File: config.mk
export PLATFORM = sky130hd
export DESIGN_NAME = cl_axil_slv_regfile
export DESIGN_NICKNAME = d
export VERILOG_FILES = /design/src/rtl/cl_axil_pkg.sv /design/src/rtl/cl_axil_reg_bank.sv /design/src/rtl/cl_axil_slv_regfile.sv
export SDC_FILE = /design/constraint.sdc
export NUM_CORES = 1
export LEC_CHECK = 0
export ABC_AREA = 1
export CAP_MARGIN = 20
export CORE_ASPECT_RATIO = 1.5
export CORE_MARGIN = 10
export CORE_UTILIZATION = 50
export DETAILED_ROUTE_END_ITERATION = 7
export GPL_TIMING_DRIVEN = 0
export PLACE_DENSITY = 0.81
export SLEW_MARGIN = 5
export SYNTH_ARGS = -nofsm -noshare
export SYNTH_HDL_FRONTEND = slang
export SYNTH_SLANG_ARGS = --single-unit
File: constraint.sdc
create_clock -name clk_i -period 14 [get_ports clk_i]
set_input_delay 2.8 -clock clk_i [delete_from_list [all_inputs] [get_ports clk_i]]
set_output_delay 2.8 -clock clk_i [all_outputs]
set_load 0.005 [all_outputs]
File: src/rtl/cl_axil_pkg.sv
// Shared AXI-Lite definitions: bus structs, response codes, decode widths.
package cl_axil_pkg;

    localparam int unsigned axil_addr_width_lp   = 32;
    localparam int unsigned axil_data_width_lp   = 32;
    localparam int unsigned axil_window_width_lp = 12;
    localparam int unsigned axil_idx_width_lp    = axil_window_width_lp - 2;

    localparam logic [1:0] axil_resp_okay   = 2'b00;
    localparam logic [1:0] axil_resp_slverr = 2'b10;

    // Master-to-slave bundle (AW, W, B-ready, AR, R-ready), MSB first.
    typedef struct packed {
        logic [31:0] awaddr;
        logic [2:0]  awprot;
        logic        awvalid;
        logic [31:0] wdata;
        logic [3:0]  wstrb;
        logic        wvalid;
        logic        bready;
        logic [31:0] araddr;
        logic [2:0]  arprot;
        logic        arvalid;
        logic        rready;
    } bsg_axil_mosi_bus_s;

    // Slave-to-master bundle (readys, B and R channels), MSB first.
    typedef struct packed {
        logic        awready;
        logic        wready;
        logic [1:0]  bresp;
        logic        bvalid;
        logic        arready;
        logic [31:0] rdata;
        logic [1:0]  rresp;
        logic        rvalid;
    } bsg_axil_miso_bus_s;

    localparam int unsigned axil_mosi_bus_width_lp = $bits(bsg_axil_mosi_bus_s);
    localparam int unsigned axil_miso_bus_width_lp = $bits(bsg_axil_miso_bus_s);

    typedef enum logic {
        W_IDLE = 1'b0,
        W_RESP = 1'b1
    } wr_state_e;

    typedef enum logic {
        R_IDLE = 1'b0,
        R_DATA = 1'b1
    } rd_state_e;

    // True when a decoded register index addresses an implemented register.
    function automatic logic idx_in_range(input logic [axil_idx_width_lp-1:0] idx,
                                          input int unsigned num);
        return (32'(idx) < num);
    endfunction

endpackage

File: src/rtl/cl_axil_reg_bank.sv
// Register storage with a byte-strobed write port, an asynchronous read
// port and a one-cycle write pulse per register.
module cl_axil_reg_bank
    import cl_axil_pkg::*;
#(
    parameter int unsigned num_regs_p      = 8,
    parameter logic [31:0] reg_reset_val_p = 32'h0000_0000
) (
    input  logic                         clk_i,
    input  logic                         reset_i,
    input  logic                         en_i,
    input  logic [axil_idx_width_lp-1:0] index_i,
    input  logic [31:0]                  data_i,
    input  logic [3:0]                   strb_i,
    input  logic [axil_idx_width_lp-1:0] rd_index_i,
    output logic [31:0]                  rd_data_o,
    output logic [num_regs_p*32-1:0]     regs_o,
    output logic [num_regs_p-1:0]        wr_pulse_o
);

    logic [31:0]           regs_q [num_regs_p];
    logic [num_regs_p-1:0] pulse_q;
    logic [31:0]           rd_data_s;

    // Storage update: strobed bytes of the addressed register, plus its pulse.
    always_ff @(posedge clk_i or posedge reset_i) begin
        if (reset_i) begin
            for (int i = 0; i < int'(num_regs_p); i++) begin
                regs_q[i] <= reg_reset_val_p;
            end
            pulse_q <= '0;
        end else begin
            for (int i = 0; i < int'(num_regs_p); i++) begin
                pulse_q[i] <= en_i && (index_i == axil_idx_width_lp'(i));
                if (en_i && (index_i == axil_idx_width_lp'(i))) begin
                    for (int b = 0; b < 4; b++) begin
                        if (strb_i[b]) begin
                            regs_q[i][8*b +: 8] <= data_i[8*b +: 8];
                        end
                    end
                end
            end
        end
    end

    // Read mux: one-hot select, unimplemented indices read as zero.
    always_comb begin
        rd_data_s = 32'h0000_0000;
        for (int i = 0; i < int'(num_regs_p); i++) begin
            rd_data_s |= (rd_index_i == axil_idx_width_lp'(i)) ? regs_q[i] : 32'h0000_0000;
        end
    end

    assign rd_data_o  = rd_data_s;
    assign wr_pulse_o = pulse_q;

    for (genvar g = 0; g < int'(num_regs_p); g++) begin : g_flat
        assign regs_o[32*g +: 32] = regs_q[g];
    end

endmodule

File: src/rtl/cl_axil_slv_regfile.sv
// AXI-Lite slave register file: independent write and read FSMs in front of
// a register bank; out-of-range indices answer SLVERR.
module cl_axil_slv_regfile
    import cl_axil_pkg::*;
#(
    parameter int unsigned num_regs_p            = 8,
    parameter logic [31:0] reg_reset_val_p       = 32'h0000_0000,
    parameter int unsigned slv_mosi_bus_width_lp = axil_mosi_bus_width_lp,
    parameter int unsigned slv_miso_bus_width_lp = axil_miso_bus_width_lp
) (
    input  logic                             clk_i,
    input  logic                             reset_i,
    input  logic [slv_mosi_bus_width_lp-1:0] slv_bus_i,
    output logic [slv_miso_bus_width_lp-1:0] slv_bus_o,
    output logic [num_regs_p*32-1:0]         regs_o,
    output logic [num_regs_p-1:0]            wr_pulse_o
);

    localparam int unsigned iw_lp = axil_idx_width_lp;

    bsg_axil_mosi_bus_s mosi_s;
    bsg_axil_miso_bus_s miso_s;
    assign mosi_s = slv_bus_i;

    // Write-path state
    wr_state_e         w_state_q, w_state_d;
    logic              aw_got_q, aw_got_d, w_got_q, w_got_d;
    logic [iw_lp-1:0]  awidx_q, awidx_d;
    logic [31:0]       wdata_q, wdata_d;
    logic [3:0]        wstrb_q, wstrb_d;
    logic              awready_q, awready_d, wready_q, wready_d;
    logic [1:0]        bresp_q, bresp_d;
    // Read-path state
    rd_state_e         r_state_q, r_state_d;
    logic              arready_q, arready_d;
    logic [31:0]       rdata_q, rdata_d;
    logic [1:0]        rresp_q, rresp_d;

    logic              aw_hs_s, w_hs_s, ar_hs_s, commit_s, wr_en_s;
    logic [iw_lp-1:0]  wr_idx_s, rd_idx_s;
    logic [31:0]       wr_data_s, rd_bank_s;
    logic [3:0]        wr_strb_s;
    logic              wr_in_range_s, rd_in_range_s;
    logic              unused_bits_s;

    assign aw_hs_s  = mosi_s.awvalid & awready_q;
    assign w_hs_s   = mosi_s.wvalid & wready_q;
    assign ar_hs_s  = mosi_s.arvalid & arready_q;

    // A channel captured earlier takes priority over the live bus value.
    assign wr_idx_s  = aw_got_q ? awidx_q : mosi_s.awaddr[axil_window_width_lp-1:2];
    assign wr_data_s = w_got_q ? wdata_q : mosi_s.wdata;
    assign wr_strb_s = w_got_q ? wstrb_q : mosi_s.wstrb;
    assign rd_idx_s  = mosi_s.araddr[axil_window_width_lp-1:2];

    assign wr_in_range_s = idx_in_range(wr_idx_s, num_regs_p);
    assign rd_in_range_s = idx_in_range(rd_idx_s, num_regs_p);
    assign commit_s = (w_state_q == W_IDLE) & (aw_got_q | aw_hs_s) & (w_got_q | w_hs_s);

    assign unused_bits_s = ^{mosi_s.awprot, mosi_s.arprot,
                             mosi_s.awaddr[31:axil_window_width_lp], mosi_s.awaddr[1:0],
                             mosi_s.araddr[31:axil_window_width_lp], mosi_s.araddr[1:0]};

    // Write FSM next state: capture AW/W independently, commit when both are in.
    always_comb begin
        w_state_d = w_state_q;
        aw_got_d  = aw_got_q;
        w_got_d   = w_got_q;
        awidx_d   = awidx_q;
        wdata_d   = wdata_q;
        wstrb_d   = wstrb_q;
        awready_d = awready_q;
        wready_d  = wready_q;
        bresp_d   = bresp_q;
        wr_en_s   = 1'b0;
        case (w_state_q)
            W_IDLE: begin
                if (aw_hs_s) begin
                    aw_got_d = 1'b1;
                    awidx_d  = mosi_s.awaddr[axil_window_width_lp-1:2];
                end else begin
                    aw_got_d = aw_got_q;
                end
                if (w_hs_s) begin
                    w_got_d = 1'b1;
                    wdata_d = mosi_s.wdata;
                    wstrb_d = mosi_s.wstrb;
                end else begin
                    w_got_d = w_got_q;
                end
                if (commit_s) begin
                    wr_en_s   = wr_in_range_s;
                    bresp_d   = wr_in_range_s ? axil_resp_okay : axil_resp_slverr;
                    w_state_d = W_RESP;
                    aw_got_d  = 1'b0;
                    w_got_d   = 1'b0;
                    awready_d = 1'b0;
                    wready_d  = 1'b0;
                end else begin
                    awready_d = ~(aw_got_q | aw_hs_s);
                    wready_d  = ~(w_got_q | w_hs_s);
                end
            end
            W_RESP: begin
                if (mosi_s.bready) begin
                    w_state_d = W_IDLE;
                    awready_d = 1'b1;
                    wready_d  = 1'b1;
                end else begin
                    awready_d = 1'b0;
                    wready_d  = 1'b0;
                end
            end
            default: begin
                w_state_d = W_IDLE;
                awready_d = 1'b0;
                wready_d  = 1'b0;
            end
        endcase
    end

    // Write FSM state register.
    always_ff @(posedge clk_i or posedge reset_i) begin
        if (reset_i) begin
            w_state_q <= W_IDLE;
            aw_got_q  <= 1'b0;
            w_got_q   <= 1'b0;
            awidx_q   <= '0;
            wdata_q   <= 32'h0000_0000;
            wstrb_q   <= 4'h0;
            awready_q <= 1'b0;
            wready_q  <= 1'b0;
            bresp_q   <= 2'b00;
        end else begin
            w_state_q <= w_state_d;
            aw_got_q  <= aw_got_d;
            w_got_q   <= w_got_d;
            awidx_q   <= awidx_d;
            wdata_q   <= wdata_d;
            wstrb_q   <= wstrb_d;
            awready_q <= awready_d;
            wready_q  <= wready_d;
            bresp_q   <= bresp_d;
        end
    end

    // Read FSM next state: latch data on AR, hold it until R completes.
    always_comb begin
        r_state_d = r_state_q;
        arready_d = arready_q;
        rdata_d   = rdata_q;
        rresp_d   = rresp_q;
        case (r_state_q)
            R_IDLE: begin
                if (ar_hs_s) begin
                    r_state_d = R_DATA;
                    arready_d = 1'b0;
                    if (rd_in_range_s) begin
                        rdata_d = rd_bank_s;
                        rresp_d = axil_resp_okay;
                    end else begin
                        rdata_d = 32'h0000_0000;
                        rresp_d = axil_resp_slverr;
                    end
                end else begin
                    arready_d = 1'b1;
                end
            end
            R_DATA: begin
                if (mosi_s.rready) begin
                    r_state_d = R_IDLE;
                    arready_d = 1'b1;
                end else begin
                    arready_d = 1'b0;
                end
            end
            default: begin
                r_state_d = R_IDLE;
                arready_d = 1'b0;
            end
        endcase
    end

    // Read FSM state register.
    always_ff @(posedge clk_i or posedge reset_i) begin
        if (reset_i) begin
            r_state_q <= R_IDLE;
            arready_q <= 1'b0;
            rdata_q   <= 32'h0000_0000;
            rresp_q   <= 2'b00;
        end else begin
            r_state_q <= r_state_d;
            arready_q <= arready_d;
            rdata_q   <= rdata_d;
            rresp_q   <= rresp_d;
        end
    end

    cl_axil_reg_bank #(
        .num_regs_p      (num_regs_p),
        .reg_reset_val_p (reg_reset_val_p)
    ) u_bank (
        .clk_i      (clk_i),
        .reset_i    (reset_i),
        .en_i       (wr_en_s),
        .index_i    (wr_idx_s),
        .data_i     (wr_data_s),
        .strb_i     (wr_strb_s),
        .rd_index_i (rd_idx_s),
        .rd_data_o  (rd_bank_s),
        .regs_o     (regs_o),
        .wr_pulse_o (wr_pulse_o)
    );

    assign miso_s.awready = awready_q;
    assign miso_s.wready  = wready_q;
    assign miso_s.bresp   = bresp_q;
    assign miso_s.bvalid  = (w_state_q == W_RESP);
    assign miso_s.arready = arready_q;
    assign miso_s.rdata   = rdata_q;
    assign miso_s.rresp   = rresp_q;
    assign miso_s.rvalid  = (r_state_q == R_DATA);
    assign slv_bus_o      = miso_s;

endmodule
=== Word level (Yosys, flattened, before mapping) ===
Cells that the tools add are included.

* Latch bits: 0
* Output and inout port bits: 305
* ROM bits: 0
* Register bits after elaboration: 353
* RAM bits: 0
* Memories: 0

* Equality and inequality tests: 14
* Multiply operators: 0
* Mux-type cells: 34
* Reductions and logical operators: 50
* Bitwise logic cells: 18
* Div/mod/pow operators: 0
* Shifts and indexed selects: 0
* Magnitude comparators: 2
* $add $sub $neg: 0

{| class="wikitable"
|+ Operator list
! operator !! number
|-
| 32-bit 2-to-1 mux || 10
|-
| 32-bit OR || 7
|-
| 10-bit by 3-bit equality test with 1-bit output, second input constant || 8
|-
| 2-bit AND reduction || 38
|-
| 10-bit by 2-bit equality test with 1-bit output, second input constant || 4
|-
| 10-bit by 1-bit equality test with 1-bit output, second input constant || 2
|-
| 10-bit zero test || 2
|-
| 10-bit by 4-bit less-than comparator with 1-bit output, second input constant || 2
|-
| 1-bit 2-to-1 mux || 15
|-
| 10-bit 2-to-1 mux || 1
|-
| 1-bit case mux with 2 select lines || 5
|-
| 1-bit logical AND || 8
|-
| 1-bit bitwise AND || 5
|-
| 2-bit 2-to-1 mux || 2
|-
| 4-bit 2-to-1 mux || 1
|-
| 1-bit NOT || 4
|-
| 2-bit nonzero test || 2
|-
| 1-bit OR || 2
|}

=== Logic depth before layout (Yosys ltp) ===
Gate-level depths: netlist (run 1).

* Depth after elaboration: 10
* Mapped depth: 11
* Mapped depth without buffers: 10

=== By module ===
A second synthesis (run 1) with hierarchy kept.

* Cell total of the unflattened synthesis: 1,980
* Area total of the unflattened synthesis: 16,887.4 um^2

{| class="wikitable"
|+ Modules (own cells, without submodules)
! module !! sequential area each (um^2) !! instances !! area an instance (um^2) !! cells each
|-
| cl_axil_reg_bank || 6,606.3 || 1 || 12,844.8 || 1,468
|-
| cl_axil_slv_regfile || 2,177.1 || 1 || 4,042.6 || 512
|}

=== Least setup slack after synthesis (run 1) ===
OpenSTA, ideal clock, no wires.

* Path type: input to register
* From: input slv_bus_i[38]
* To: register u_bank.regs_q, in the netlist u_bank.regs_o[32]
* Buffers on the path: 0
* Arrival time: 4,025 ps
* Setup time: 117 ps
* Stages: 9
* Setup slack: 9,857 ps
* Cell sequence: nand2_1 -> nand2_1 -> nand2_1 -> nor2_1 -> nand3_4 -> nor2_2 -> nand2_1 -> nand2_1 -> nand2_1

* Longest elaborated chain between the ends: 7

{| class="wikitable"
|+ Ends and longest elaborated chain
! what !! RTL line !! source
|-
| from (decl) || cl_axil_slv_regfile.sv:13 || <nowiki>input logic [slv_mosi_bus_width_lp-1:0] slv_bus_i,</nowiki>
|-
| 1-bit bitwise AND || cl_axil_slv_regfile.sv:47 || <nowiki>assign w_hs_s = mosi_s.wvalid & wready_q;</nowiki>
|-
| 1-bit OR || cl_axil_slv_regfile.sv:58 || <nowiki>assign commit_s = (w_state_q == W_IDLE) & (aw_got_q | aw_hs_s) & (w_got_q | w_hs_s);</nowiki>
|-
| 1-bit bitwise AND || cl_axil_slv_regfile.sv:58 ||
|-
| 1-bit 2-to-1 mux || cl_axil_slv_regfile.sv:91 || <nowiki>if (commit_s) begin</nowiki>
|-
| 1-bit 2-to-1 mux || cl_axil_slv_regfile.sv:76 || <nowiki>case (w_state_q)</nowiki>
|-
| 1-bit logical AND || cl_axil_reg_bank.sv:35 || <nowiki>if (en_i && (index_i == axil_idx_width_lp'(i))) begin</nowiki>
|-
| 2-bit AND reduction (no source line) || n/a ||
|-
| to (signal, indexed assignment) || cl_axil_reg_bank.sv:29 || <nowiki>regs_q[i] <= reg_reset_val_p;</nowiki>
|-
| to (signal, indexed assignment) || cl_axil_reg_bank.sv:38 || <nowiki>regs_q[i][8*b +: 8] <= data_i[8*b +: 8];</nowiki>
|-
| to (decl) || cl_axil_reg_bank.sv:21 || <nowiki>logic [31:0] regs_q [num_regs_p];</nowiki>
|}

No other way between the ends.
A chain may end at the register's enable or synchronous reset.

=== Final worst setup path (run 1) ===
* From: input slv_bus_i[38]
* To: register u_bank.regs_q, in the netlist u_bank.regs_o[60]

Same word-level chain as after synthesis.

==> results.json, run 1 <==
{
  "leakagePower_uw": 0.0115,
  "post_cts_setup_buffers": 0,
  "routed-via-count": 17700,
  "layout_commonest_cell": "sky130_fd_sc_hd__nand2_1",
  "holdBufCountCts": 0,
  "clk_path_buf_depth": 3,
  "hold_path_class": "flip-flop to flip-flop",
  "port_buffers": 365,
  "minimum_setup_slack_in_the_final_design_ps": 9010,
  "routed_wire_length_per_instance_um": 23.3,
  "dp.final_hpwl_um": 53200,
  "detail_route.drc_violations": 0,
  "clk-insertion-delay-late_ps": 540,
  "cts_repair_resize_count": 0,
  "final_max_slew_violation_count": 0,
  "grt_setup_unrepaired": "false",
  "start_util": 0.507,
  "drt_first_pass_iters": 6,
  "worst_r2r_path_depth": 8,
  "num-fill-cells": 2779,
  "floorplan.rows": 81,
  "final.setup_skew_ps": 25.0,
  "timing.critical_path.fanout_max": 10,
  "clkSinkCount": 351,
  "critical_path_class": "input pin to flip-flop",
  "cp_data_arrival_time_ps": 5400,
  "timing.final.crit_period_ps": 4990,
  "antenna_found_initial": 0,
  "area_growth_syn_to_layout_pct": 33.1,
  "finalSetupTns_ps": 0,
  "floorplan.core_area_um2": 32700,
  "hold_violations": 0,
  "cts_tree": "built",
  "irDropWorstVdd_uv": 122,
  "power_per_cell_area_nw_per_um2": 125,
  "netlist_instances": 2175,
  "synth.ff_latch_count": 351,
  "grt_pass1_wl_um": 106000,
  "drt.antenna.violating_nets": 0,
  "dieHeight_um": 243,
  "ys_warn_count": 0,
  "nets": 2699,
  "routabilityCongestion": 0.967,
  "critical_path.endpoint_type": "flip-flop",
  "drt-total-wl_um": 70400,
  "cell_chosen_for_the_clock_root": "sky130_fd_sc_hd__clkbuf_16",
  "fp.dieW_um": 169,
  "timing_worst_slew_pin_value_ps": 1140,
  "synth.cell_area_um2": 16600,
  "mostFrequentLayoutCells": "914 x sky130_fd_sc_hd__nand2_1, 515 x sky130_fd_sc_hd__nand3_1, 365 x sky130_fd_sc_hd__clkdlybuf4s50_1",
  "timing.fmax_ghz": 0.200,
  "critPathRequiredTime_ps": 14400,
  "initialDrtViolationCount": 2212,
  "die_area_um2": 41000,
  "final_design_area_no_fill_um2": 22100,
  "preCtsSetupSlack_ps": 8370,
  "number_of_antenna_repair_diodes": 0,
  "share_of_post_route_cells_with_drive_strength_above_1": 0.0440,
  "floorplan.io_pins": 418,
  "synthesis.area_per_instance_um2": 7.63,
  "critPathLaunchType": "input pin",
  "setup_violations": 0,
  "max-cap-violations": 0,
  "synthDistinctLibCells": 30,
  "gr-total-overflow": 0,
  "via_per_inst": 5.85,
  "gr-usage-all-layers": 0.331,
  "seq_area_frac_synth": 0.529,
  "clk_transition_reported_paths_ps": 60,
  "grt_pass1_vias": 17400,
  "cts-buffers-inserted": 36,
  "slew-limit-headroom": 0.237,
  "hold-path-cell-count": 2,
  "grt_start_max_net_pins": 131,
  "outcome": "finished clean",
  "place_area_um2": 20900,
  "finalCritPeriodShare": 0.357,
  "htreeDepth": 2
}
## worst paths after layout
kind,end,startpoint,slack [ps]
worst min register to register,rdata_q[28],rdata_q[28],480
worst max register to register,u_bank.regs_o[60],w_state_q,11290
max in group asynchronous,rdata_q[1],reset_i,10030
worst max-delay path,u_bank.regs_o[60],slv_bus_i[38],9010
worst min-delay path,rdata_q[28],rdata_q[28],480
min in group asynchronous,u_bank.regs_o[212],reset_i,2840
## per-layer routing
metal / share of wire / track usage
met2: 0.48 / 0.542
met3: 0.11 / 0.0820
met5: 0 / 0
met4: 0.078 / 0.234
met1: 0.33 / 0.369
## critical path: stages
cell,delay [ps]
sky130_fd_sc_hd__clkdlybuf4s50_1,450
sky130_fd_sc_hd__nand2_1,60
sky130_fd_sc_hd__nand2_1,60
sky130_fd_sc_hd__nand2_1,90
sky130_fd_sc_hd__nor2_1,280
sky130_fd_sc_hd__nand3_4,270
sky130_fd_sc_hd__nor2_2,690
sky130_fd_sc_hd__nand2_1,470
sky130_fd_sc_hd__nand2_1,160
sky130_fd_sc_hd__nand2_1,60
## through the flow
step,util,power [uW],instances,hold WS [ps]
4_1_cts,0.674,2750,3024,481
3_5_place_dp,0.637,1760,2960,464
5_1_grt,0.675,2860,3027,503
2_1_floorplan,-,1500,2176,444
3_3_place_gp,0.635,1740,2956,461
6_report,0.675,2770,3027,478
## synth_stat cells
cell type,instances,area share
sky130_fd_sc_hd__nand2_1,914,0.21
sky130_fd_sc_hd__a21oi_1,2,0.00060
sky130_fd_sc_hd__o22ai_1,1,0.00038
sky130_fd_sc_hd__nand3b_1,1,0.00045
sky130_fd_sc_hd__conb_1,1,0.00023
sky130_fd_sc_hd__dfrtp_1,351,0.53
sky130_fd_sc_hd__clkinv_1,1,0.00023
sky130_fd_sc_hd__o21a_1,2,0.00090
sky130_fd_sc_hd__nor2_2,1,0.00038
sky130_fd_sc_hd__a21oi_2,1,0.00053
sky130_fd_sc_hd__nor4_2,1,0.00075
sky130_fd_sc_hd__inv_4,1,0.00038
sky130_fd_sc_hd__and2_1,1,0.00038
sky130_fd_sc_hd__nor3_1,1,0.00030
sky130_fd_sc_hd__nand3_4,1,0.0011
sky130_fd_sc_hd__buf_2,14,0.0042
sky130_fd_sc_hd__clkbuf_1,87,0.020
sky130_fd_sc_hd__o21ai_0,51,0.015
sky130_fd_sc_hd__o21ai_1,37,0.011
sky130_fd_sc_hd__inv_1,60,0.014
sky130_fd_sc_hd__buf_1,14,0.0032
sky130_fd_sc_hd__nor2_1,87,0.020
sky130_fd_sc_hd__nand4_1,1,0.00038
sky130_fd_sc_hd__or2_0,1,0.00038
sky130_fd_sc_hd__nor2_4,7,0.0047
sky130_fd_sc_hd__mux2_2,1,0.00068
sky130_fd_sc_hd__buf_6,1,0.00068
sky130_fd_sc_hd__nand3_1,515,0.16
sky130_fd_sc_hd__or2_2,1,0.00038
sky130_fd_sc_hd__buf_4,18,0.0081
## logic make-up after synthesis
logic type             share of synthesized area
AND/OR/NAND/NOR                            0.391
AO/OA/AOI/OAI                             0.0289
flip-flops                                 0.529
buffers and inverters                     0.0501
multiplexers                            0.000678
other                                   0.000226
## power by group
part | internal (uW) | switching, uW
Sequential | 1090 | 51.7
Combinational | 144 | 476
Clock | 592 | 412
## sequential cells by signal, indices dropped and copies added (netlist names)
| signal | flops |
|---|---|
| arready_q | 1 |
| w_state_q | 1 |
| u_bank.regs_o | 256 |
| u_bank.wr_pulse_o | 8 |
| awidx_q | 10 |
| w_got_q | 1 |
| awready_q | 1 |
| r_state_q | 1 |
| wstrb_q | 4 |
| wdata_q | 32 |
| wready_q | 1 |
| rresp_q | 1 |
| bresp_q | 1 |
| aw_got_q | 1 |
| rdata_q | 32 |
## final cells by class
cell class	count	area [um2]	area share
Sequential cell	351	8780	0.398
Multi-Input combinational cell	1629	6990	0.316
Timing Repair Buffer	372	3750	0.170
Clock buffer	51	1080	0.0488
Buffer	134	596	0.0270
Tap cell	415	519	0.0235
Inverter	62	243	0.0110
Clock inverter	13	143	0.00646
No activity file was read; power rests on OpenSTA's default activity.
==> run 2: changes to the inputs <==
--- a/config.mk
+++ b/config.mk
@@ -9,10 +9,10 @@
 export CAP_MARGIN = 20
 export CORE_ASPECT_RATIO = 1.5
 export CORE_MARGIN = 10
-export CORE_UTILIZATION = 50
+export CORE_UTILIZATION = 45
 export DETAILED_ROUTE_END_ITERATION = 7
 export GPL_TIMING_DRIVEN = 0
-export PLACE_DENSITY = 0.81
+export PLACE_DENSITY = 0.77
 export SLEW_MARGIN = 5
 export SYNTH_ARGS = -nofsm -noshare
 export SYNTH_HDL_FRONTEND = slang
==> constraint.sdc (replaced) <==
create_clock -name clk_i -period 4.3 [get_ports clk_i]
set_input_delay 0.86 -clock clk_i [delete_from_list [all_inputs] [get_ports clk_i]]
set_output_delay 0.86 -clock clk_i [all_outputs]
set_load 0.005 [all_outputs]
==> results.json, run 2 (synthesis results as in run 1) <==
{
  "critical_path.endpoint_type": "flip-flop",
  "layout_commonest_cell": "sky130_fd_sc_hd__nand2_1",
  "final_max_slew_violation_count": 0,
  "cts-buffers-inserted": 36,
  "post_cts_setup_buffers": 0,
  "finalCritPeriodShare": 0.721,
  "sequential_cell_area_um2": 8780,
  "timing.final.crit_period_ps": 3100,
  "hold_path_class": "flip-flop to flip-flop",
  "critical_path_class": "input pin to flip-flop",
  "max-cap-violations": 0,
  "clkSinkCount": 351,
  "die_area_um2": 45100,
  "grt_pass1_wl_um": 108000,
  "detail_route.drc_violations": 0,
  "floorplan.core_area_um2": 36600,
  "hold_violations": 0,
  "largest_register_ffs": 256,
  "grt_start_max_net_pins": 40,
  "combined_area_of_the_multi_input_logic_cells_um2": 6990,
  "nets": 2707,
  "port_buffers": 365,
  "cp_data_arrival_time_ps": 3600,
  "number_of_antenna_repair_diodes": 0,
  "drt-total-wl_um": 73600,
  "grt.met2_usage": 0.537,
  "floorplan.io_pins": 418,
  "groute.layer.met1.usage": 0.352,
  "dp.final_hpwl_um": 56600,
  "groute.layer.met3.usage": 0.0639,
  "final.setup_skew_ps": 31.7,
  "num-fill-cells": 3344,
  "clk_transition_reported_paths_ps": 60,
  "share_of_post_route_cells_with_drive_strength_above_1": 0.0454,
  "routed-via-count": 17700,
  "outcome": "finished clean",
  "irDropWorstVdd_uv": 337,
  "initialDrtViolationCount": 1987,
  "critPathLaunchType": "input pin",
  "finalSetupTns_ps": 0,
  "dpl.cell_count": 3040,
  "timing.fmax_ghz": 0.323,
  "via_per_inst": 5.70,
  "fp.dieW_um": 177,
  "clk-insertion-delay-late_ps": 560,
  "floorplan.rows": 86,
  "htreeDepth": 2,
  "grt_setup_unrepaired": "false",
  "slew-limit-headroom": 0.206,
  "power_per_cell_area_nw_per_um2": 406,
  "holdBufCountCts": 0,
  "antenna_found_initial": 0,
  "final_util": 0.610,
  "gr-total-overflow": 0,
  "drt.antenna.violating_nets": 0,
  "cts_repair_resize_count": 0,
  "timing.critical_path.fanout_max": 10,
  "routed_wire_length_per_instance_um": 23.7,
  "grt_pass1_vias": 17300,
  "setup_violations": 0,
  "clk_path_buf_depth": 3,
  "area_growth_syn_to_layout_pct": 34.5,
  "mostFrequentLayoutCells": "914 x sky130_fd_sc_hd__nand2_1, 515 x sky130_fd_sc_hd__nand3_1, 365 x sky130_fd_sc_hd__clkdlybuf4s50_1",
  "grt_busiest_layer": "met2",
  "cell_chosen_for_the_clock_root": "sky130_fd_sc_hd__clkbuf_16",
  "gr-usage-all-layers": 0.316,
  "drt_first_pass_iters": 6,
  "timing_worst_slew_pin_value_ps": 1180,
  "critPathRequiredTime_ps": 4800,
  "dieHeight_um": 255,
  "routabilityCongestion": 0.957,
  "leakagePower_uw": 0.0115,
  "cts_tree": "built",
  "final-instance-count-excl-fill": 3103,
  "start_util": 0.454
}
## run 2: changes by cell type in the layout (fill, tap and decap cells not counted)
cell,before,now
sky130_fd_sc_hd__clkinvlp_4,1,2
sky130_fd_sc_hd__bufinv_16,3,4
sky130_fd_sc_hd__clkbuf_1,91,94
sky130_fd_sc_hd__inv_8,1,0
sky130_fd_sc_hd__inv_6,0,3
sky130_fd_sc_hd__clkbuf_8,10,6
sky130_fd_sc_hd__buf_12,0,9
sky130_fd_sc_hd__buf_16,2,1
sky130_fd_sc_hd__clkinv_2,9,5
sky130_fd_sc_hd__buf_6,1,2
sky130_fd_sc_hd__buf_4,23,22
## run 2: worst paths after layout
kind	startpoint	endpoint	slack, ps	depth (start not counted)
worst max-delay path	slv_bus_i[16]	rdata_q[10]	1200	12
worst min-delay path	rdata_q[2]	rdata_q[2]	480	2
worst max register to register	aw_got_q	u_bank.regs_o[60]	1590	9
worst min register to register	rdata_q[2]	rdata_q[2]	480	2
max in group asynchronous	reset_i	u_bank.regs_o[68]	2440	5
min in group asynchronous	reset_i	u_bank.wr_pulse_o[5]	680	2
## run 2: metrics by stage
| step | cell area, um2 | setup slack (ps) | hold slack (ps) | total power, uW |
|---|---|---|---|---|
| finish | 22300 | 1200 | 479 | 9070 |
| CTS | 22300 | 1280 | 480 | 9030 |
| detailed placement | 21100 | 735 | 464 | 5770 |
| floorplan | 16600 | -1260 | 444 | 4870 |
| global route | 22300 | 1120 | 499 | 9380 |
| global placement | 20900 | -3680 | 462 | 5700 |
## run 2: per-layer routing
layer  part of all wire  up-vias
li1                   -     7889
met4              0.072        0
met5                  0        -
met3              0.091      265
met2               0.49     1096
met1               0.34     8448
## run 2: critical path, cell delays in order
cell                              delay (ps)
sky130_fd_sc_hd__clkdlybuf4s50_1         390
sky130_fd_sc_hd__nor2_1                  260
sky130_fd_sc_hd__nand2_1                  90
sky130_fd_sc_hd__nor2_1                  710
sky130_fd_sc_hd__buf_6                   240
sky130_fd_sc_hd__clkbuf_1                420
sky130_fd_sc_hd__nand3_1                 160
sky130_fd_sc_hd__nand2_1                 160
sky130_fd_sc_hd__nor2_1                   80
sky130_fd_sc_hd__nand2_1                  70
sky130_fd_sc_hd__nand2_1                  60
sky130_fd_sc_hd__nand2_1                  90
## run 2: cell type report
class,count,area share
inverters,62,0.0107
repair buffers,380,0.175
plain buffers,134,0.0267
clock inverters,13,0.00801
flip-flops and latches,351,0.393
clock buffers,50,0.0463
well taps,484,0.0271
multi-input cells,1629,0.313
## run 2: power breakdown
| group | switching, uW | leakage (uW) | internal, uW |
|---|---|---|---|
| combinational | 1570 | 0.00611 | 481 |
| clock | 1370 | 0.000597 | 1930 |
| sequential | 162 | 0.00480 | 3560 |
==> run 3: changes to the inputs <==
==> constraint.sdc (replaced) <==
create_clock -name clk_i -period 2.6 [get_ports clk_i]
set_input_delay 0.52 -clock clk_i [delete_from_list [all_inputs] [get_ports clk_i]]
set_output_delay 0.52 -clock clk_i [all_outputs]
set_load 0.005 [all_outputs]
==> results.json, run 3 (synthesis results as in run 1) <==
{
  "outcome": "finished clean",
  "num-fill-cells": 3329,
  "floorplan.io_pins": 418,
  "holdBufCountCts": 0,
  "nets": 2707,
  "routed-via-count": 17700,
  "dp.final_hpwl_um": 56600,
  "hold_path_class": "input pin to asynchronous set/reset pin",
  "share_of_post_route_cells_with_drive_strength_above_1": 0.0554,
  "antenna_found_initial": 0,
  "preCtsSetupSlack_ps": -625,
  "clkSinkCount": 351,
  "slowest_delay_ps": 610,
  "cts-buffers-inserted": 36,
  "sequential_cell_area_um2": 8780,
  "setup_violations": 0,
  "port_buffers": 365,
  "groute.layer.met3.usage": 0.0639,
  "grt_start_max_net_pins": 40,
  "combined_area_of_the_multi_input_logic_cells_um2": 7050,
  "totalPowerFinal_uw": 15000,
  "critical_path_class": "flip-flop to flip-flop",
  "cp_num_cells": 7,
  "gr-total-overflow": 0,
  "number_of_antenna_repair_diodes": 0,
  "initialDrtViolationCount": 2061,
  "timing.critical_path.fanout_max": 10,
  "irDropWorstVdd_uv": 572,
  "largest_register_ffs": 256,
  "fp.dieW_um": 177,
  "gr-usage-all-layers": 0.316,
  "routabilityCongestion": 0.957,
  "clk_transition_reported_paths_ps": 70,
  "critPathRequiredTime_ps": 3090,
  "clk_path_buf_depth": 3,
  "htreeDepth": 2,
  "grt_setup_unrepaired": "true",
  "worst_r2r_path_depth": 7,
  "drt_first_pass_iters": 8,
  "floorplan.core_area_um2": 36600,
  "timing.fmax_ghz": 0.397,
  "via_per_inst": 5.69,
  "slowest_stage": "sky130_fd_sc_hd__o21ai_1",
  "routed_wire_length_per_instance_um": 23.8,
  "finalCritPeriodShare": 0.968,
  "start_util": 0.454,
  "cell_chosen_for_the_clock_root": "sky130_fd_sc_hd__clkbuf_16",
  "final_max_slew_violation_count": 0,
  "floorplan.rows": 86,
  "drt-total-wl_um": 73900,
  "whs_ps": 344,
  "crit_family": "buffers and inverters",
  "groute.layer.met1.usage": 0.352,
  "clk-insertion-delay-late_ps": 560,
  "grt_pass1_wl_um": 108000,
  "layout_commonest_cell": "sky130_fd_sc_hd__nand2_1",
  "area_growth_syn_to_layout_pct": 35.0,
  "timing_worst_slew_pin_value_ps": 1120,
  "hold_violations": 0,
  "cts_tree": "built",
  "critPathLaunchType": "flip-flop",
  "die_area_um2": 45100,
  "drt.antenna.violating_nets": 0,
  "detail_route.drc_violations": 0,
  "minimum_setup_slack_in_the_final_design_ps": 82.4,
  "critPathBufInv": 3,
  "grt_pass1_vias": 17300,
  "post_cts_setup_buffers": 0,
  "cp_data_arrival_time_ps": 3000,
  "dieHeight_um": 255,
  "mostFrequentLayoutCells": "914 x sky130_fd_sc_hd__nand2_1, 515 x sky130_fd_sc_hd__nand3_1, 365 x sky130_fd_sc_hd__clkdlybuf4s50_1",
  "max-cap-violations": 0,
  "grt.met2_usage": 0.537,
  "power_per_cell_area_nw_per_um2": 672,
  "final.setup_skew_ps": 29.1,
  "leakagePower_uw": 0.0116,
  "critical_path.endpoint_type": "flip-flop",
  "slew-limit-headroom": 0.248,
  "crit_path_cell_trace": "buf_2 > buf_1 > buf_1 > nand2_1 > o21ai_1 > nand3_1 > nand2_1",
  "grt_busiest_layer": "met2",
  "timing.final.crit_period_ps": 2520
}
==> run 3: changes by cell type in the layout (fill, tap and decap cells not counted), sizes merged <==
| cell | previous run | this run |
|---|---|---|
| buf | 62 | 63 |
| clkbuf | 137 | 136 |
==> run 3: power by group <==
| group | switching, uW | internal (uW) | leakage, uW |
|---|---|---|---|
| logic | 2610 | 819 | 0.00616 |
| clock network | 2260 | 3190 | 0.000597 |
| registers | 271 | 5890 | 0.00480 |
| total | 5140 | 9900 | 0.0116 |
==> run 3: timing repair <==
item                       CTS  global route
gates resized for setup      2            39
setup endpoints to repair   19            64
hold endpoints to repair     0             0
==> run 3: cell type report <==
| cell class | instances | area share |
|---|---|---|
| repair buffers | 380 | 0.174 |
| clock buffers | 50 | 0.0462 |
| inverters | 62 | 0.0107 |
| well taps | 484 | 0.0270 |
| clock inverters | 13 | 0.00799 |
| multi-input cells | 1629 | 0.315 |
| flip-flops and latches | 351 | 0.392 |
| plain buffers | 134 | 0.0272 |
==> run 3: worst paths after layout <==
kind | slack (ps) | from | end
worst max-delay path | 80 | w_got_q | u_bank.regs_o[83]
worst min-delay path | 340 | reset_i | u_bank.wr_pulse_o[5]
worst max register to register | 80 | w_got_q | u_bank.regs_o[83]
worst min register to register | 480 | rdata_q[27] | rdata_q[27]
max in group asynchronous | 1070 | reset_i | u_bank.regs_o[68]
min in group clk_i | 480 | rdata_q[27] | rdata_q[27]
==> run 3: worst reg2reg max path, delay by kind of cell, from the launching register on <==
| family | cells | cell delay, ps |
|---|---|---|
| compound gates | 1 | 610 |
| buf+inv | 3 | 1140 |
| flops | 1 | 350 |
| simple gates | 3 | 360 |
==> run 3: stage by stage <==
step	TNS (ps)	area, um2	cells	util
global route	-42.1	22400	3103	0.612
global placement	-1824490	20900	3025	0.570
detailed placement	-70520	21100	3040	0.577
CTS	0	22300	3103	0.610
floorplan	-919760	16600	2176	-
finish	0	22400	3103	0.612
==> run 3: metal layers <==
metal	routed length (um)	up-vias
li1	-	7885
met1	25500	8417
met2	36400	1090
met3	6560	270
met4	5420	0
met5	0	-
==> variant: new RTL, flow settings as in run 1 <==
`reg_reset_val_p` is set to 32'h0000_0000 in 2 places; all go to 32'h00000001.
--- a/src/rtl/cl_axil_reg_bank.sv
+++ b/src/rtl/cl_axil_reg_bank.sv
@@ -5,5 +5,5 @@
 #(
     parameter int unsigned num_regs_p      = 8,
-    parameter logic [31:0] reg_reset_val_p = 32'h0000_0000
+    parameter logic [31:0] reg_reset_val_p = 32'h00000001
 ) (
     input  logic                         clk_i,
--- a/src/rtl/cl_axil_slv_regfile.sv
+++ b/src/rtl/cl_axil_slv_regfile.sv
@@ -5,5 +5,5 @@
 #(
     parameter int unsigned num_regs_p            = 8,
-    parameter logic [31:0] reg_reset_val_p       = 32'h0000_0000,
+    parameter logic [31:0] reg_reset_val_p       = 32'h00000001,
     parameter int unsigned slv_mosi_bus_width_lp = axil_mosi_bus_width_lp,
     parameter int unsigned slv_miso_bus_width_lp = axil_miso_bus_width_lp
Formal check against the unedited RTL: not equivalent (a bounded check fails within 4 cycles, from zero or initial values and one cycle with reset_i high).
==> variant against run 1 <==
  * The flow now finishes with violations (design-rule violations)
  * Area after synthesis about the same
  * Sequential cell count unchanged
  * Worst setup slack worse by 170 ps
  * Total power up 2.9%
  * Sequential share of layout area down 0.15 points
  * Final area up 0.50%
  * Routed wire length up 0.95%
  * Critical endpoint is now rdata_q[6]
==> variant: results (changes against run 1) <==
| Metric | Value |
|---|---|
| Setup crit start | `slv_bus_i[16]` |
| Reg2Reg Depth | `9 (+1)` |
| Largest net degree at the start of global routing | `118 (-9.9%)` |
| Hold WS | `480 ps (+2.08 ps)` |
| Commonest cells post-synth | `914 x nand2_1, 515 x nand3_1, 343 x dfrtp_1` |
| Final min period | `5170 ps (+175 ps)` |
| First-pass GRT wire length | `106 mm (+0.37%)` |
| CP endpoint | `rdata_q[6]` |
| Slowest CP cell | `nor2_1` |
| Yosys cell types | `31 (+3.3%)` |
| Dominant cells by area after synthesis | `dfrtp_1 52%, nand2_1 21%, nand3_1 16%` |
| Reg2Reg Launch Point | `aw_got_q` |
| Share of layout cells above drive strength 1 | `0.0448 (+0.000783)` |
| Failing checks | `design-rule violations` |
| P_leak | `11.5 nW (about the same)` |
| GPL Wtd Cong | `0.998 (+3.1%)` |
| Logic pwr share | `0.218 (-0.006)` |
| Hold path endpoint | `rdata_q[27]` |
| Number of remaining DRC errors | `4 (+4)` |
| R2r setup slk | `11310 ps (+20 ps)` |
| Starting DRT DRC Count | `2122 (-4.1%)` |
| Dpl cells | `2962 (+0.068%)` |
| Sw frac | `0.332 (-0.00755)` |
| Nets@finish | `2698 (-0.037%)` |
| Met1 Usage GRT | `0.369 (about the same)` |
| Worst path max stage delay | `910 ps (+220 ps)` |
| Pint | `0.00190 W (+4.1%)` |
| Pre-Repair DR Iteration Count | `8 (+2)` |
| GR met3 Demand/Resource | `0.0898 (+0.00776)` |
| Vias in the first global route | `17500 (+0.41%)` |
| Outcome | `finished with violations` |
| Number of vias per cell | `5.93 (+1.2%)` |
| Clock skew | `16.8 ps (-8.25 ps)` |
| Crit path DAT | `5640 ps (+240 ps)` |
| Detailed placement HPWL | `53.5 mm (+0.62%)` |
| Worst slew margin relative to its limit | `0.188 (-0.0490)` |
| Dpl ws | `8430 ps (+62.2 ps)` |
| Post-synthesis sequential area ratio | `0.529 (about the same)` |
| Worst r2r dst | `u_bank.regs_o[62]` |
| All-Layer GR Usage | `0.334 (+0.00245)` |
| Maximum vdd drop | `0.000123 V (+0.55%)` |
| Routed vias | `17900 (+1.2%)` |
| Met2 Use GR | `0.552 (+0.00995)` |
| Filler instances | `2758 (-0.76%)` |
## variant: cell types whose count changed after synthesis
| cell | delta |
|---|---|
| dfstp_2 | +8 |
| dfrtp_1 | -8 |
## variant: final cells by class
type	count	area (µm²)	area share
Buffer	134	596	0.0268
Timing Repair Buffer	371	3760	0.169
Inverter	62	243	0.0109
Tap cell	415	519	0.0234
Multi-Input combinational cell	1629	6990	0.315
Sequential cell	351	8790	0.396
Clock inverter	12	263	0.0118
Clock buffer	52	1040	0.0469
## variant: cells by family after synthesis
logic type / synth area share
AOI/OAI and AO/OA: 0.0289
DFF: 0.529
and+or+nand+nor: 0.391
muxes: 0.000678
buffers and inverters: 0.0500
other: 0.000226
## variant: layer usage
| layer | part of all wire | routed length, µm | vias to the layer above |
|---|---|---|---|
| met3 | 0.11 | 8110 | 312 |
| li1 | - | - | 7850 |
| met4 | 0.075 | 5310 | 0 |
| met1 | 0.33 | 23500 | 8466 |
| met2 | 0.48 | 34100 | 1302 |
| met5 | 0 | 0 | - |
